$ cat src/rtl/bldc_pwm_multi.sv
// bldc_pwm_multi
// Multi-channel complementary PWM generator for the BLDC ESC power stage.
// All channels share one edge-aligned period counter (0..period-1). Each
// channel compares the counter against its own duty value to get a raw
// reference, then drives a high-side/low-side gate pair from it. Period,
// duty and dead-time are double-buffered and change only at a boundary:
// a wrap, or any cycle where the block is idle (pwm_en low or period 0).
//
// Optional feature macro: PWM_DEADTIME_EN
//   defined   : per-channel dead-time FSM, dead counters and dead_time port
//   undefined : pwm_hi = raw, pwm_lo = ~raw (registered); dead_time ignored
//
// Ports
//   clk          system clock, rising edge
//   reset        synchronous, active-high
//   pwm_en       enable; low forces all gate outputs low
//   pwm_period   period in clk cycles (staged on load)
//   duty         per-channel high time, channel i at [i*DATA_WIDTH +: DATA_WIDTH]
//   dead_time    dead-time in clk cycles, shared by all channels (staged on load)
//   load         one-cycle strobe capturing period/duty/dead_time
//   pwm_hi       high-side gate command per channel
//   pwm_lo       low-side gate command per channel
//   period_start one-cycle pulse in the cnt==0 cycle after a wrap or enable
//   load_pending staged values waiting for the next boundary
//
// Dead-time FSM (per channel, PWM_DEADTIME_EN only)
//   state  | meaning
//   ST_OFF | not running; next running cycle is treated as a raw edge
//   ST_DT  | both outputs low, dead counter running toward the raw side
//   ST_HI  | high-side on, raw has stayed high
//   ST_LO  | low-side on, raw has stayed low
module bldc_pwm_multi #(
  parameter int DATA_WIDTH = 16,
  parameter int CHANNELS   = 3,
  parameter int DT_WIDTH   = 8
) (
  input  logic                           clk,
  input  logic                           reset,
  input  logic                           pwm_en,
  input  logic [DATA_WIDTH-1:0]          pwm_period,
  input  logic [CHANNELS*DATA_WIDTH-1:0] duty,
  input  logic [DT_WIDTH-1:0]            dead_time,
  input  logic                           load,
  output logic [CHANNELS-1:0]            pwm_hi,
  output logic [CHANNELS-1:0]            pwm_lo,
  output logic                           period_start,
  output logic                           load_pending
);

  logic [DATA_WIDTH-1:0]          cnt_q, cnt_d;
  logic [DATA_WIDTH-1:0]          period_act_q, period_act_d;
  logic [DATA_WIDTH-1:0]          period_stg_q, period_stg_d;
  logic [CHANNELS*DATA_WIDTH-1:0] duty_act_q, duty_act_d;
  logic [CHANNELS*DATA_WIDTH-1:0] duty_stg_q, duty_stg_d;
  logic                           load_pending_q, load_pending_d;
  logic                           period_start_q, period_start_d;
  logic                           run_q, run_d;
  logic [CHANNELS-1:0]            hi_q, hi_d;
  logic [CHANNELS-1:0]            lo_q, lo_d;

  logic                           run_ok;
  logic                           go;
  logic                           wrap;
  logic                           boundary;
  logic [CHANNELS-1:0]            raw;

  // run_q marks that the previous cycle was already enabled with a valid
  // period; the first enabled cycle only arms the counter so that the
  // following cycle is cnt==0 with period_start high.
  always_comb begin
    run_ok         = pwm_en && (period_act_q != '0);
    go             = run_q && run_ok;
    wrap           = go && (cnt_q >= period_act_q - 1'b1);
    boundary       = wrap || !run_ok;
    cnt_d          = (go && !wrap) ? cnt_q + 1'b1 : '0;
    run_d          = run_ok;
    period_start_d = run_ok && (wrap || !run_q);
    raw            = '0;
    for (int i = 0; i < CHANNELS; i++) begin
      raw[i] = cnt_q < duty_act_q[i*DATA_WIDTH +: DATA_WIDTH];
    end
  end

`ifdef PWM_DEADTIME_EN
  typedef enum logic [1:0] {ST_OFF, ST_DT, ST_HI, ST_LO} dt_state_e;

  logic [DT_WIDTH-1:0] dt_act_q, dt_act_d;
  logic [DT_WIDTH-1:0] dt_stg_q, dt_stg_d;
  logic [CHANNELS-1:0] raw_prev_q;
  dt_state_e           state_q [CHANNELS];
  dt_state_e           state_d [CHANNELS];
  logic [DT_WIDTH-1:0] dcnt_q  [CHANNELS];
  logic [DT_WIDTH-1:0] dcnt_d  [CHANNELS];
`endif

  // Staging always takes a load; at a boundary the active set is fed from
  // the staging next-value, so a load on the boundary cycle goes straight
  // through and never raises load_pending.
  always_comb begin
    period_stg_d   = load ? pwm_period : period_stg_q;
    duty_stg_d     = load ? duty : duty_stg_q;
    period_act_d   = period_act_q;
    duty_act_d     = duty_act_q;
    load_pending_d = load_pending_q | load;
`ifdef PWM_DEADTIME_EN
    dt_stg_d       = load ? dead_time : dt_stg_q;
    dt_act_d       = dt_act_q;
`endif
    if (boundary) begin
      period_act_d   = period_stg_d;
      duty_act_d     = duty_stg_d;
      load_pending_d = 1'b0;
`ifdef PWM_DEADTIME_EN
      dt_act_d       = dt_stg_d;
`endif
    end
  end

`ifdef PWM_DEADTIME_EN
  // The dead counter is loaded with D-1 on an edge so that the new side
  // asserts exactly D cycles after both outputs dropped.
  always_comb begin
    hi_d = '0;
    lo_d = '0;
    for (int i = 0; i < CHANNELS; i++) begin
      state_d[i] = state_q[i];
      dcnt_d[i]  = dcnt_q[i];
      if (!go) begin
        state_d[i] = ST_OFF;
        dcnt_d[i]  = '0;
      end else if ((state_q[i] == ST_OFF) || (raw[i] != raw_prev_q[i])) begin
        if (dt_act_q == '0) begin
          hi_d[i]    = raw[i];
          lo_d[i]    = !raw[i];
          state_d[i] = raw[i] ? ST_HI : ST_LO;
        end else begin
          state_d[i] = ST_DT;
          dcnt_d[i]  = dt_act_q - 1'b1;
        end
      end else if (state_q[i] == ST_DT) begin
        if (dcnt_q[i] == '0) begin
          hi_d[i]    = raw[i];
          lo_d[i]    = !raw[i];
          state_d[i] = raw[i] ? ST_HI : ST_LO;
        end else begin
          dcnt_d[i] = dcnt_q[i] - 1'b1;
        end
      end else begin
        hi_d[i] = raw[i];
        lo_d[i] = !raw[i];
      end
    end
  end
`else
  logic unused_dead_time;
  assign unused_dead_time = ^dead_time;

  always_comb begin
    hi_d = go ? raw : '0;
    lo_d = go ? ~raw : '0;
  end
`endif

  always_ff @(posedge clk) begin
    if (reset) begin
      cnt_q          <= '0;
      period_act_q   <= '0;
      period_stg_q   <= '0;
      duty_act_q     <= '0;
      duty_stg_q     <= '0;
      load_pending_q <= 1'b0;
      period_start_q <= 1'b0;
      run_q          <= 1'b0;
      hi_q           <= '0;
      lo_q           <= '0;
`ifdef PWM_DEADTIME_EN
      dt_act_q       <= '0;
      dt_stg_q       <= '0;
      raw_prev_q     <= '0;
      for (int i = 0; i < CHANNELS; i++) begin
        state_q[i] <= ST_OFF;
        dcnt_q[i]  <= '0;
      end
`endif
    end else begin
      cnt_q          <= cnt_d;
      period_act_q   <= period_act_d;
      period_stg_q   <= period_stg_d;
      duty_act_q     <= duty_act_d;
      duty_stg_q     <= duty_stg_d;
      load_pending_q <= load_pending_d;
      period_start_q <= period_start_d;
      run_q          <= run_d;
      hi_q           <= hi_d;
      lo_q           <= lo_d;
`ifdef PWM_DEADTIME_EN
      dt_act_q       <= dt_act_d;
      dt_stg_q       <= dt_stg_d;
      raw_prev_q     <= raw;
      for (int i = 0; i < CHANNELS; i++) begin
        state_q[i] <= state_d[i];
        dcnt_q[i]  <= dcnt_d[i];
      end
`endif
    end
  end

  assign pwm_hi       = hi_q;
  assign pwm_lo       = lo_q;
  assign period_start = period_start_q;
  assign load_pending = load_pending_q;

endmodule
$ cat config.mk
export PLATFORM = sky130hd
export DESIGN_NAME = bldc_pwm_multi
export DESIGN_NICKNAME = d
export VERILOG_FILES = /design/src/rtl/bldc_pwm_multi.sv
export SDC_FILE = /design/constraint.sdc
export NUM_CORES = 1
export LEC_CHECK = 0
export BUFFER_PORTS_ARGS = -buffer_cell sky130_fd_sc_hd__buf_2
export CORE_MARGIN = 1
export CORE_UTILIZATION = 48
export CTS_CLUSTER_SIZE = 12
export DETAILED_ROUTE_END_ITERATION = 7
export MAX_ROUTING_LAYER = met4
export PLACE_DENSITY = 0.73
export REMOVE_ABC_BUFFERS = 1
export SLEW_MARGIN = 20
export SYNTH_ARGS = -nofsm -noshare
export SYNTH_HDL_FRONTEND = slang
export SYNTH_SLANG_ARGS = --single-unit
$ cat constraint.sdc
create_clock -name clk -period 6.5 [get_ports clk]
set_input_delay 1.625 -clock clk [delete_from_list [all_inputs] [get_ports clk]]
set_output_delay 1.625 -clock clk [all_outputs]
set_load 0.005 [all_outputs]
==> results.tsv <==
stage	metric	value	unit
worst_setup_path	CP max stage delay	560	ps
clock_tree	Hold-fix buffers, CTS	0	
sta	setup TNS	0	ps
synth	Synthesis Warnings	0	
worst_setup_path	type of origin of the critical path	register	
worst_setup_path	CP max-delay cell	buf_4	
finish	area of the multi-input gates	4050	µm²
die	Starting Density	49.3	%
pwr	sw power	0.590	mW
synth	Synth Area per Inst	10.2	µm²
synth	ys async rst share	0	%
sta	Final Max Slew Viols	0	
sta	f_max	247	MHz
clock_tree	Clock Sinks	153	
clock_tree	clock root cell	clkbuf_16	
die	die width	127	µm
sta	clk_skew	9.65	ps
worst_setup_path	buffer and inverter count on the worst path	1	
placement	RePlAce Congestion	0.769	
placement	detailed placement HPWL	9.69	mm
sta	Tightest Pin Transition	1080	ps
route	Wirelength per Cell	13.4	µm
worst_setup_path	Worst EP required	6810	ps
worst_setup_path	crit path cell chain	or3_1 > nor3_1 > nand2b_1 > nor3_1 > nand2_1 > xor2_1 > ha_1 > nand4_1 > a211oi_1 > a32oi_1 > a21oi_1 > nor2_4 > buf_4 > mux2_2	
clock_tree	clock-pin slew on the worst setup and hold paths	60	ps
route	Remaining DRCs	0	
die	area of the core	15300	µm²
global_routing	global-route wire length before repair	23.6	mm
finish	Layout area overhead	14.0	%
sta	endpoints failing setup	0	
worst_setup_path	Most Frequent Cell on Critical Path	nor3_1	
clock_tree	Clock Latency Late Sink	420	ps
synth	synth top area cells	dfxtp_1, mux2_4, ha_1	
synth	Post-synth EDFFs	0	
die	die area	16200	µm²
route	Routed WL	13.9	mm
worst_setup_path	Crit Path Category	register to register	
finish	layout cells sized above 1	21.4	%
synth	area leader, netlist	dfxtp_1	
pwr	Max VDD drop	0.000191	V
placement	PortBufs	75	
sta	Final Hold Vio Count	0	
clock_tree	Clock Path Buffers	2	
sta	Rel. slew slack	28.2	%
synth	Synth Instances	741	
sta	fin crit share	62.4	%
finish	post-layout util	56.2	%
synth	area fraction of the dominant cell type after synthesis	40.7	%
route	Starting DRT DRC Count	234	
status	status	complete, no violations	
synth	post-synthesis sequential element count	153	
clock_tree	post-CTS resize count	0	
synth	sequential share of the synthesized area	40.7	%
sta	min cycle time layout	4050	ps
finish	nets@finish	949	
finish	most frequent cells in the layout	dfxtp_1, nor2_1, buf_2, mux2i_1, ha_1	
route	antenna viol nets, final	0	
global_routing	GRT overflow	0	
min_path	Hold Crit Class	register to register	
finish	Reg area	3060	µm²
route	DR vias/cell	4.92	
worst_setup_path	CP Capture Type	register	
finish	fillers	1327	
global_routing	largest net degree at the start of global routing	86	
pwr	Pwr per Cell Area	276	nW/µm²
route	DR vias	5084	
finish	Finished Layout Cells	1034	
synth	Synth cell types	38	
global_routing	initial antenna violation count	0	
synth	Main synth FF type	dfxtp_1	
finish	Ant. Diodes	0	
synth	Netlist Area Pre-Place	7520	µm²
finish	commonest non-fill, non-tap cell in the layout	dfxtp_1	
global_routing	all-layer global routing usage	19.0	%
worst_setup_path	CP arrival	4360	ps
pwr	Net Sw Frac	24.9	%
route	DRT Pass-1 Iters	5	
global_routing	vias in the first global route	4909	
pwr	combinational power share	15.6	%
pwr	Leakage Power	4.00	nW
pwr	Seq pwr share	43.1	%
die	IO Pins	84	
clock_tree	CTS Buf Count	17	
clock_tree	Post-CTS Setup Bufs	0	
pwr	clock power share	41.3	%
run	total of max-cap violations	0	
placement	# placed instances	1002	
pwr	Pint	1.78	mW
sta	unrepaired setup endpoints after global routing	false	
worst_setup_path	CP top delay family	simple AND/OR/NAND/NOR gates	
worst_setup_path	CP Max Fanout	39	
clock_tree	Max H-tree Level	4	
die	row count	45	
clock_tree	CTS tree	yes	
die	Die Y	127	µm
-- cells in the mapped netlist, drive strengths merged (10+ instances only) --
library cell,count
dfxtp,153
nor2,144
mux2,64
mux2i,64
ha,63
inv,55
nand2,20
clkbuf,18
nor2b,17
xnor2,15
a21oi,14
a21o,12
o21ai,12
xor2,12
nand4,11
buf,10
-- cells by family after synthesis --
family                   synth area share (%)
flip-flops                               40.7
buffers and inverters                    5.45
XOR/XNOR                                 3.14
multiplexers                             21.1
AO/OA/AOI/OAI                            5.75
adder cells (fa/ha/maj)                  10.5
AND/OR/NAND/NOR                          13.4
-- metal layers --
metal	vias up	wire length [µm]	GRT usage, %	part of all wire (%)
met3	14	389	4.36	2.8
met5	-	0	-	0
li1	2639	-	-	-
met4	0	211	6.72	1.5
met1	2362	7090	24.4	51
met2	69	6220	29.4	45
-- layout make-up --
cell class | count | share of cell area (%)
Multi-Input combinational cell | 505 | 47.2
Sequential cell | 153 | 35.7
Clock buffer | 23 | 5.57
Timing Repair Buffer | 78 | 4.70
Tap cell | 211 | 3.08
Inverter | 55 | 2.41
Clock inverter | 9 | 1.33
-- stage by stage --
| step | total power [mW] | cell area, µm² | setup WS [ps] | hold slack (ps) |
|---|---|---|---|---|
| 3_5_place_dp | 1.41 | 7990 | 2480 | 492 |
| 3_3_place_gp | 1.40 | 7990 | 2480 | 479 |
| 5_1_grt | 2.49 | 8580 | 2120 | 527 |
| 6_report | 2.37 | 8580 | 2450 | 504 |
| 2_1_floorplan | 1.31 | 7320 | 2040 | 439 |
| 4_1_cts | 2.39 | 8580 | 2430 | 509 |
-- state kept, by name, indices dropped and copies added (netlist names) --
signal / cells
period_start: 1
period_act_q: 16
load_pending: 1
cnt_q: 16
duty_stg_q: 48
pwm_hi: 3
period_stg_q: 16
pwm_lo: 3
run_q: 1
duty_act_q: 48
-- tightest hold or removal path, cell delays in order, from the launching register on --
cell	delay (ps)
dfxtp_1	320
o21ai_0	70
nor2_1	70
-- power groups by stage --
stage          Clock, mW  Sequential (mW)  Combinational, mW
2_1_floorplan          0             1.04              0.273
3_3_place_gp           0             1.04              0.363
3_5_place_dp           0             1.04              0.372
4_1_cts            0.998             1.02              0.375
5_1_grt             1.05             1.03              0.415
6_report           0.979             1.02              0.370
-- path summary, 6_finish.rpt --
| path | from | end | slack (ps) | cells after the start |
|---|---|---|---|---|
| setup / recovery | period_act_q[2] | duty_act_q[9] | 2450 | 14 |
| hold / removal | load_pending | load_pending | 500 | 2 |
| hold reg to reg | load_pending | load_pending | 500 | 2 |
| setup reg to reg | period_act_q[2] | duty_act_q[9] | 2450 | 14 |
(Power assumes the default switching activity.)
